==> src/rtl/ip_pkg.sv <==
// Shared IPv4 receive/transmit definitions: header constants, error codes and FSM states.
package ip_pkg;

    localparam logic [7:0] IP_VER_IHL   = 8'h45;
    localparam int         IP_HDR_LEN   = 20;
    localparam logic [7:0] IP_PROTO_UDP = 8'd17;

    typedef enum logic [2:0] {
        ERR_NONE    = 3'd0,
        ERR_VER_IHL = 3'd1,
        ERR_PROTO   = 3'd2,
        ERR_DEST    = 3'd3,
        ERR_CSUM    = 3'd4,
        ERR_TRUNC   = 3'd5
    } hdr_err_e;

    typedef enum logic [2:0] {
        ST_IDLE,
        ST_HEADER,
        ST_DATA,
        ST_PAD,
        ST_DROP
    } rx_state_e;

endpackage

==> src/rtl/ip_csum_acc.sv <==
// Byte-serial 16-bit ones'-complement accumulator; sum_o already includes the byte presented this cycle.
module ip_csum_acc (
    input  logic        clk,
    input  logic        rst_n,
    input  logic        clr_i,
    input  logic        vld_i,
    input  logic [7:0]  byte_i,
    output logic [15:0] sum_o
);

    logic [15:0] acc_q, acc_d, base;
    logic        odd_q, odd_d, odd_base;
    logic [16:0] add;

    // NOTE: every combinational output gets a default first so no path can infer a latch.
    always_comb begin
        base     = clr_i ? 16'd0 : acc_q;
        odd_base = clr_i ? 1'b0 : odd_q;
        add      = {1'b0, base} + (odd_base ? {9'd0, byte_i} : {1'b0, byte_i, 8'd0});
        acc_d    = base;
        odd_d    = odd_base;
        if (vld_i) begin
            // A single end-around fold suffices: the folded value cannot carry again.
            acc_d = add[15:0] + {15'd0, add[16]};
            odd_d = ~odd_base;
        end
    end

    // NOTE: state registers use non-blocking assignments so all flops update together.
    always_ff @(posedge clk or negedge rst_n) begin
        if (!rst_n) begin
            acc_q <= '0;
            odd_q <= 1'b0;
        end else begin
            acc_q <= acc_d;
            odd_q <= odd_d;
        end
    end

    assign sum_o = acc_d;

endmodule

==> src/rtl/rx_ip.sv <==
// IPv4 receive header parser/stripper for a byte stream; forwards accepted UDP payload.
// Define RX_IP_CSUM_CHECK_EN to verify the header checksum (error code 4).
module rx_ip
    import ip_pkg::*;
#(
    parameter logic [7:0] ACCEPT_PROTO = IP_PROTO_UDP,
    parameter bit         CHECK_DEST   = 1'b1
) (
    input  logic        s_axis_aclk,
    input  logic        s_axis_aresetn,
    input  logic        ip_enable,
    input  logic [31:0] local_ip_addr,
    input  logic [7:0]  s_axis_tdata,
    input  logic        s_axis_tvalid,
    output logic        s_axis_tready,
    input  logic        s_axis_tlast,
    input  logic        s_axis_tuser,
    output logic [7:0]  m_axis_tdata,
    output logic        m_axis_tvalid,
    input  logic        m_axis_tready,
    output logic        m_axis_tlast,
    output logic        m_axis_tuser,
    output logic [15:0] IP_TotLen,
    output logic [31:0] IP_SrcAddr,
    output logic        hdr_ok,
    output logic [2:0]  hdr_err
);

    localparam logic [4:0]  LAST_HDR  = 5'(IP_HDR_LEN - 1);
    localparam logic [15:0] HDR_LEN16 = 16'(IP_HDR_LEN);

    rx_state_e   state_q, state_d;
    logic [4:0]  hdr_cnt_q, hdr_cnt_d;
    logic [15:0] pay_cnt_q, pay_cnt_d;
    logic        first_q, first_d;
    logic        ver_bad_q, ver_bad_d;
    logic [15:0] tot_len_q, tot_len_d;
    logic [7:0]  proto_q, proto_d;
    logic [31:0] src_q, src_d;
    logic [23:0] dst_q, dst_d;
    logic [15:0] ip_totlen_q, ip_totlen_d;
    logic [31:0] ip_src_q, ip_src_d;
    logic        hdr_ok_q, hdr_ok_d;
    hdr_err_e    hdr_err_q, hdr_err_d;
    hdr_err_e    hdr_code;
    logic [15:0] pay_len;
    logic        fire, start, csum_ok;

    assign fire  = s_axis_tvalid & s_axis_tready;
    assign start = ip_enable & (state_q == ST_IDLE) & fire & s_axis_tuser;

`ifdef RX_IP_CSUM_CHECK_EN
    logic [15:0] csum_sum;

    ip_csum_acc u_csum (
        .clk    (s_axis_aclk),
        .rst_n  (s_axis_aresetn),
        .clr_i  (start),
        .vld_i  (start | ((state_q == ST_HEADER) & fire)),
        .byte_i (s_axis_tdata),
        .sum_o  (csum_sum)
    );
    assign csum_ok = (csum_sum == 16'hFFFF);
`else
    assign csum_ok = 1'b1;
`endif

    // The last destination byte is judged straight off the bus, in the same cycle it arrives.
    always_comb begin
        pay_len = tot_len_q - HDR_LEN16;
        if (ver_bad_q || (tot_len_q < HDR_LEN16))                       hdr_code = ERR_VER_IHL;
        else if (proto_q != ACCEPT_PROTO)                                hdr_code = ERR_PROTO;
        else if (CHECK_DEST && ({dst_q, s_axis_tdata} != local_ip_addr)) hdr_code = ERR_DEST;
        else if (!csum_ok)                                               hdr_code = ERR_CSUM;
        else                                                             hdr_code = ERR_NONE;
    end

    always_comb begin
        m_axis_tdata  = s_axis_tdata;
        m_axis_tvalid = 1'b0;
        m_axis_tlast  = 1'b0;
        m_axis_tuser  = 1'b0;
        s_axis_tready = 1'b1;
        if (!ip_enable) begin
            m_axis_tvalid = s_axis_tvalid;
            m_axis_tlast  = s_axis_tlast;
            m_axis_tuser  = s_axis_tuser;
            s_axis_tready = m_axis_tready;
        end else if (state_q == ST_DATA) begin
            m_axis_tvalid = s_axis_tvalid;
            m_axis_tlast  = (pay_cnt_q == 16'd1) | s_axis_tlast;
            m_axis_tuser  = first_q;
            s_axis_tready = m_axis_tready;
        end
    end

    always_comb begin
        state_d     = state_q;
        hdr_cnt_d   = hdr_cnt_q;
        pay_cnt_d   = pay_cnt_q;
        first_d     = first_q;
        ver_bad_d   = ver_bad_q;
        tot_len_d   = tot_len_q;
        proto_d     = proto_q;
        src_d       = src_q;
        dst_d       = dst_q;
        ip_totlen_d = ip_totlen_q;
        ip_src_d    = ip_src_q;
        hdr_ok_d    = 1'b0;
        hdr_err_d   = ERR_NONE;

        case (state_q)
            ST_IDLE: if (start) begin
                if (s_axis_tlast) begin
                    hdr_err_d = ERR_TRUNC;
                end else begin
                    state_d   = ST_HEADER;
                    hdr_cnt_d = 5'd1;
                    ver_bad_d = (s_axis_tdata != IP_VER_IHL);
                end
            end
            ST_HEADER: if (fire) begin
                case (hdr_cnt_q)
                    5'd2:                      tot_len_d[15:8] = s_axis_tdata;
                    5'd3:                      tot_len_d[7:0]  = s_axis_tdata;
                    5'd9:                      proto_d         = s_axis_tdata;
                    5'd12, 5'd13, 5'd14, 5'd15: src_d          = {src_q[23:0], s_axis_tdata};
                    5'd16, 5'd17, 5'd18:       dst_d           = {dst_q[15:0], s_axis_tdata};
                    default: ;
                endcase
                if (hdr_cnt_q == LAST_HDR) begin
                    hdr_cnt_d = 5'd0;
                    if (hdr_code != ERR_NONE) begin
                        hdr_err_d = hdr_code;
                        state_d   = s_axis_tlast ? ST_IDLE : ST_DROP;
                    end else if (s_axis_tlast && (pay_len != 16'd0)) begin
                        hdr_err_d = ERR_TRUNC;
                        state_d   = ST_IDLE;
                    end else begin
                        hdr_ok_d    = 1'b1;
                        ip_totlen_d = tot_len_q;
                        ip_src_d    = src_q;
                        pay_cnt_d   = pay_len;
                        first_d     = 1'b1;
                        if (pay_len != 16'd0) state_d = ST_DATA;
                        else                  state_d = s_axis_tlast ? ST_IDLE : ST_PAD;
                    end
                end else if (s_axis_tlast) begin
                    hdr_cnt_d = 5'd0;
                    hdr_err_d = ERR_TRUNC;
                    state_d   = ST_IDLE;
                end else begin
                    hdr_cnt_d = hdr_cnt_q + 5'd1;
                end
            end
            ST_DATA: if (fire) begin
                pay_cnt_d = pay_cnt_q - 16'd1;
                first_d   = 1'b0;
                if (pay_cnt_q == 16'd1) begin
                    state_d = s_axis_tlast ? ST_IDLE : ST_PAD;
                end else if (s_axis_tlast) begin
                    pay_cnt_d = 16'd0;
                    hdr_err_d = ERR_TRUNC;
                    state_d   = ST_IDLE;
                end
            end
            ST_PAD, ST_DROP: if (fire && s_axis_tlast) state_d = ST_IDLE;
            default: state_d = ST_IDLE;
        endcase

        if (!ip_enable) begin
            state_d   = ST_IDLE;
            hdr_cnt_d = 5'd0;
            pay_cnt_d = 16'd0;
        end
    end

    always_ff @(posedge s_axis_aclk or negedge s_axis_aresetn) begin
        if (!s_axis_aresetn) begin
            state_q     <= ST_IDLE;
            hdr_cnt_q   <= '0;
            pay_cnt_q   <= '0;
            first_q     <= 1'b0;
            ver_bad_q   <= 1'b0;
            tot_len_q   <= '0;
            proto_q     <= '0;
            src_q       <= '0;
            dst_q       <= '0;
            ip_totlen_q <= '0;
            ip_src_q    <= '0;
            hdr_ok_q    <= 1'b0;
            hdr_err_q   <= ERR_NONE;
        end else begin
            state_q     <= state_d;
            hdr_cnt_q   <= hdr_cnt_d;
            pay_cnt_q   <= pay_cnt_d;
            first_q     <= first_d;
            ver_bad_q   <= ver_bad_d;
            tot_len_q   <= tot_len_d;
            proto_q     <= proto_d;
            src_q       <= src_d;
            dst_q       <= dst_d;
            ip_totlen_q <= ip_totlen_d;
            ip_src_q    <= ip_src_d;
            hdr_ok_q    <= hdr_ok_d;
            hdr_err_q   <= hdr_err_d;
        end
    end

    assign IP_TotLen  = ip_totlen_q;
    assign IP_SrcAddr = ip_src_q;
    assign hdr_ok     = hdr_ok_q;
    assign hdr_err    = hdr_err_q;

endmodule

==> config.mk <==
export PLATFORM = sky130hd
export DESIGN_NAME = rx_ip
export DESIGN_NICKNAME = d
export VERILOG_FILES = /design/src/rtl/ip_pkg.sv /design/src/rtl/ip_csum_acc.sv /design/src/rtl/rx_ip.sv
export SDC_FILE = /design/constraint.sdc
export NUM_CORES = 1
export LEC_CHECK = 0
export CORE_MARGIN = 1.5
export CORE_UTILIZATION = 59
export CTS_CLUSTER_SIZE = 40
export DETAILED_ROUTE_END_ITERATION = 8
export PLACE_DENSITY = 0.86
export SETUP_SLACK_MARGIN = 0.4
export SLEW_MARGIN = 25
export SYNTH_ARGS = -nofsm -noshare
export SYNTH_HDL_FRONTEND = slang
export SYNTH_HIERARCHICAL = 1
export SYNTH_SLANG_ARGS = --single-unit
==> constraint.sdc <==
create_clock -name s_axis_aclk -period 4.1 [get_ports s_axis_aclk]
set_input_delay 0.82 -clock s_axis_aclk [delete_from_list [all_inputs] [get_ports s_axis_aclk]]
set_output_delay 0.82 -clock s_axis_aclk [all_outputs]
set_load 0.02 [all_outputs]
Word level (Yosys, flattened, before mapping)
Index checks and enable logic that the tools add are counted.

cells by class
  reduce and logical (&&, ||, !) cells = 21
  bitwise operators = 8
  add/subtract/negate cells = 3
  order comparisons = 1
  equal/unequal tests = 34
  multiplexer cells = 62

operators by type and width
  cell                                                                     count
  16-bit two-way mux                                                       8
  3-bit two-way mux                                                        21
  32-bit inequality test                                                   1
  16-bit one-hot mux with 2 select lines                                   1
  5-bit two-way mux                                                        6
  5-bit by 4-bit equality test with 1-bit output, second input constant    5
  3-bit inequality test, second input constant                             8
  5-bit equality test, second input constant                               4
  1-bit two-way mux                                                        18
  3-bit AND reduction                                                      6
  16-bit by 1-bit equality test with 1-bit output, second input constant   1
  16-bit by 5-bit < comparator with 1-bit output, second input constant    1
  16-bit nonzero test                                                      1
  16-bit by 1-bit subtractor with 16-bit output, second input constant     1
  16-bit by 5-bit subtractor with 16-bit output, second input constant     1
  3-bit one-hot mux with 4 select lines                                    1
  6-bit AND reduction                                                      2
  5-bit by 2-bit equality test with 1-bit output, second input constant    2
  2-bit inequality test, second input constant                             5
  5-bit one-hot mux with 2 select lines                                    1
  5-bit AND reduction                                                      2
  3-bit one-hot mux with 3 select lines                                    1
  2-bit two-way mux                                                        4
  8-bit by 5-bit inequality test with 1-bit output, second input constant  1
  other kinds (19)                                                         27

word-level totals
  bits of input ports = 47
  bits in registers = 158
  output and inout bits = 64

Logic depth before layout (Yosys ltp)
  word-level depth = 10
  gate-level depth with buffers = 12
  gate-level depth less buffers = 10

Least setup slack after synthesis
No wires, ideal clock.

  path type = in2reg
  start = input local_ip_addr[3]
  end = register pay_cnt_q[4]
  data arrival time = 2.596 ns
  required time = 3.973 ns
  setup time = 0.127 ns
  slack = 1.377 ns
  stages on the path = 9
  cells stage by stage = xor2_1 -> nor4_1 -> nand4_1 -> nor2_1 -> nand3_1 -> o31a_1 -> buf_2 -> nand2_4 -> mux2_1

on the way
  word-level cells in the longest chain between the ends = 7

ends and longest elaborated chain
  item                                    RTL line      source
  start: declaration                      rx_ip.sv:12   input logic [31:0] local_ip_addr,
  32-bit inequality test                  rx_ip.sv:73   else if (CHECK_DEST && ({dst_q, s_axis_tdata} != local_ip_addr)) hdr_code = ERR_DEST;
  2-bit two-way mux                       rx_ip.sv:73
  3-bit two-way mux                       rx_ip.sv:72   else if (proto_q != ACCEPT_PROTO) hdr_code = ERR_PROTO;
  3-bit two-way mux                       rx_ip.sv:71   if (ver_bad_q || (tot_len_q < HDR_LEN16)) hdr_code = ERR_VER_IHL;
  3-bit nonzero test                      rx_ip.sv:133  if (hdr_code != ERR_NONE) begin
  3-bit inequality test (no source line)  -
  6-bit AND reduction (no source line)    -
  end signal: assignment                  rx_ip.sv:196  pay_cnt_q <= pay_cnt_d;
  end: declaration                        rx_ip.sv:34   logic [15:0] pay_cnt_q, pay_cnt_d;

Every way passes these cells.
A chain may end at the register's enable or synchronous reset.

Worst setup path in the final report
  start = input ip_enable
  end = output s_axis_tready

on the way
  word-level cells in the longest chain between the ends = 1

ends and longest elaborated chain
  item                RTL line     source
  start: declaration  rx_ip.sv:11  input logic ip_enable,
  1-bit two-way mux   rx_ip.sv:84  if (!ip_enable) begin
  end: declaration    rx_ip.sv:15  output logic s_axis_tready,

Every way passes these cells.

==> results by group <==
Outcome
  • Status: finished clean

Worst setup path
  • Crit-path max cell delay: roughly 0.54 ns
  • Crit path max-delay cell type: sky130_fd_sc_hd__clkdlybuf4s50_1
  • Signal arrival time at the worst endpoint: around 2.7 ns
  • Maximum net fanout on the critical path: 11
  • Startpoint-to-endpoint class of the critical path: primary input to primary output
  • Crit path top cell by count: sky130_fd_sc_hd__clkdlybuf4s50_1
  • Worst path bufs/invs: 4
  • Setup crit start kind: primary input
  • Worst reg2reg endpoint: pay_cnt_q[5]
  • Element type at the critical path end: primary output
  • Crit path cell chain: clkdlybuf4s50_1 > inv_1 > nor2_1 > buf_4 > or2_2 > clkdlybuf4s50_1
  • Startpoint of the worst register-to-register path: tot_len_q[2]
  • Slack of the worst reg-to-reg path: ~0.94 ns
  • Data required, critical path: roughly 3.3 ns
  • Number of cells on the worst reg-to-reg path: 10
  • Family with the most delay on the worst path: buffers and inverters

Clock network
  • Worst-case clock buffer depth: 2
  • Clock tree from TritonCTS: done
  • Clock-pin transition on the worst setup and hold timing paths: approximately 0.060 ns
  • Hold bufs inserted after CTS: 0
  • CTS sink count: around 160
  • Number of gates resized after cts: 0
  • Library cell used as clock root buffer: sky130_fd_sc_hd__clkbuf_16
  • Clock network latency to the later pin of the worst-skew pair: between 0.4 and 0.5 ns
  • Post-CTS repair timing setup buffer count: 0
  • Clock H-tree levels: 4
  • CTS Buf Count: 17

Place
  • HPWL after detailed placement: around 13000 um
  • Routability Congestion: 0.895
  • Port Buffer Count: 110

Finish
  • Area of the multi-input gates: 3540 sq um
  • Register area: 3950 sq um
  • Fillers: 845
  • Share of layout cells above drive strength 1: 0.235
  • Layout Area Growth over Synthesis: 24.1%
  • Total inserted antenna cells: 0
  • Nets: 818

Route
  • Detailed-route wire length per cell: between 20 and 25 um
  • Count of antenna-violating nets left after detailed routing: 0
  • DRT Pass-1 Iters: 4
  • Detailed-route via count: 5814
  • Drt first-iter violations: between 300 and 400
  • Post-route DRC: 0
  • Final wirelength: 19200 um
  • Detailed-route vias per instance: between 6 and 7

Timing
  • Tcrit/Tclk final: 0.865
  • Clock skew after layout: roughly 0.011 ns
  • Least-Margin Pin Slew: about 0.90 ns
  • RSZ-0062 raised after global routing: no
  • Maximum clock frequency: roughly 280 MHz
  • Post-route minimum period: ~3.5 ns
  • Total of endpoints with negative setup slack in the final report: 0
  • Final-layout setup total negative slack: 0 ns
  • Normalized max-slew margin: 0.399
  • Final count of pins violating max slew: 0
  • Final Hold Fails: 0

Logic synthesis
  • Syn Nets: between 700 and 800
  • Cell types with the highest counts after synthesis: sky130_fd_sc_hd__dfrtp_1, sky130_fd_sc_hd__mux2_2, sky130_fd_sc_hd__nand2_1
  • Mapped Cells: about 650
  • Synth Flop Type: sky130_fd_sc_hd__dfrtp_1
  • Number of synthesized flops with an enable pin: 0
  • Fraction of the yosys area taken by sequential cells: 0.511
  • Share of flip-flops with an asynchronous set or reset after synthesis: 1.00
  • Number of distinct library cell variants in the gate-level netlist after synthesis: between 60 and 70
  • Top cells by area in the synthesized netlist: sky130_fd_sc_hd__dfrtp_1, sky130_fd_sc_hd__mux2_2, sky130_fd_sc_hd__xor2_1
  • Top-area cell type share of the netlist area: 0.511
  • Most numerous cell in the Yosys netlist: sky130_fd_sc_hd__dfrtp_1
  • Area of the mapped netlist: approximately 7700 sq um
  • Syn_area_per_cell: approximately 12 sq um
  • Post-synthesis sequential element count: around 160
  • Cell type with the highest aggregate area in the netlist: sky130_fd_sc_hd__dfrtp_1
  • Yosys synthesis warning count: 6

Worst hold path
  • Type of the most critical hold path: primary input to asynchronous set/reset pin

Die
  • Die width: around 120 um
  • Standard cell core area: 12700 sq um
  • Die Ht: about 120 um
  • Standard-cell row count: 41
  • Count of pins on the block boundary: between 100 and 150
  • Effective utilization at floorplan: 0.608
  • Area enclosed by the die boundary: 13800 sq um

Pwr
  • Highest ir drop seen on vdd: 0.000316 V
  • Power density relative to cell area: between 300 and 400 nW/um^2
  • Reported leakage power: between 0.004 and 0.005 uW
  • Total power draw: approximately 3800 uW

Global route
  • Number of global-route vias before repair: ~6000
  • Wire length of the first global-routing pass: slightly above 30000 um
  • Initial antenna violation count: 0
  • Pin count of the biggest net entering global routing: between 100 and 150
  • All-layer global routing usage: 0.287
  • Overall overflow remaining after global route: 0

Job
  • Maximum capacitance violations: 0
==> worst max path at each step <==
stage / startpoint / end / slack (ns) / cells past startpoint
after global routing: ip_enable / s_axis_tready / 0.44 / 6
after floorplan: local_ip_addr[3] / pay_cnt_q[4] / 1.38 / 9
after global placement: s_axis_tdata[6] / pay_cnt_q[14] / 0.48 / 9
final: ip_enable / s_axis_tready / 0.55 / 6
after CTS: ip_enable / s_axis_tready / 0.56 / 6
after detailed placement: s_axis_tdata[6] / pay_cnt_q[5] / 0.36 / 9
==> layout make-up <==
type / count / share of cell area
Sequential cell: 158 / 0.412
Multi-Input combinational cell: 447 / 0.369
Timing Repair Buffer: 125 / 0.128
Clock buffer: 17 / 0.0443
Tap cell: 172 / 0.0224
Clock inverter: 15 / 0.0188
Inverter: 13 / 0.00509
==> layout by cell type (no fill, tap or decap), types with 4 or more instances in the layout <==
cell type                           n
sky130_fd_sc_hd__nand4_1            5
sky130_fd_sc_hd__clkinvlp_4         4
sky130_fd_sc_hd__dfrtp_1          158
sky130_fd_sc_hd__o41ai_1            4
sky130_fd_sc_hd__inv_1             13
sky130_fd_sc_hd__clkdlybuf4s50_1  109
sky130_fd_sc_hd__nor4b_1            5
sky130_fd_sc_hd__xnor2_1            6
sky130_fd_sc_hd__buf_4             14
sky130_fd_sc_hd__ha_1               9
sky130_fd_sc_hd__a32o_1             5
sky130_fd_sc_hd__a21oi_1           20
sky130_fd_sc_hd__nor3_1            18
sky130_fd_sc_hd__nor2_1            30
sky130_fd_sc_hd__nand3b_1           4
sky130_fd_sc_hd__clkbuf_16         17
sky130_fd_sc_hd__nor4_1            16
sky130_fd_sc_hd__a31oi_1            5
sky130_fd_sc_hd__mux2_2           120
sky130_fd_sc_hd__and3_1             4
sky130_fd_sc_hd__nand3_1           12
sky130_fd_sc_hd__mux2_1            10
sky130_fd_sc_hd__nand2_1           45
sky130_fd_sc_hd__xor2_1            37
sky130_fd_sc_hd__or3_1              5
sky130_fd_sc_hd__o21ai_0           25
sky130_fd_sc_hd__o31ai_1            8
==> through the flow <==
stage	instance area, sq um	util	instances	hold WS, ns	setup WS, ns
floorplan	7730	-	652	0.460	1.38
global placement	8990	0.706	915	0.473	0.484
detailed placement	8990	0.706	915	0.479	0.363
CTS	9590	0.754	947	0.499	0.557
global route	9590	0.754	947	0.516	0.435
finish	9590	0.754	947	0.500	0.555
==> cell families after synthesis <==
| family | share of synthesized area |
|---|---|
| compound gates | 0.0819 |
| xor+xnor | 0.0487 |
| fa+ha+maj | 0.0146 |
| buf+inv | 0.0320 |
| flops | 0.511 |
| mux | 0.191 |
| simple gates | 0.121 |
==> power breakdown <==
group          total [uW]  internal (uW)  switching [uW]
combinational         527            223             303
clock                1610            917             693
sequential           1670           1600            70.7
==> layer usage <==
metal  vias to the layer above  global-route usage  share of wire
met4                         0               0.140          0.037
met5                         -                   0              0
met3                        58              0.0722          0.065
met1                      2894               0.359           0.41
li1                       2590                   -              -
met2                       272               0.468           0.49
==> sequential cells by signal (all words and copies together), names as in the netlist <==
| register | flops |
|---|---|
| IP_SrcAddr | 32 |
| IP_TotLen | 16 |
| dst_q | 24 |
| first_q | 1 |
| hdr_cnt_q | 5 |
| hdr_err | 3 |
| hdr_ok | 1 |
| pay_cnt_q | 16 |
| proto_q | 8 |
| src_q | 32 |
| state_q | 3 |
| tot_len_q | 16 |
| ver_bad_q | 1 |
(Power assumes the default switching activity.)
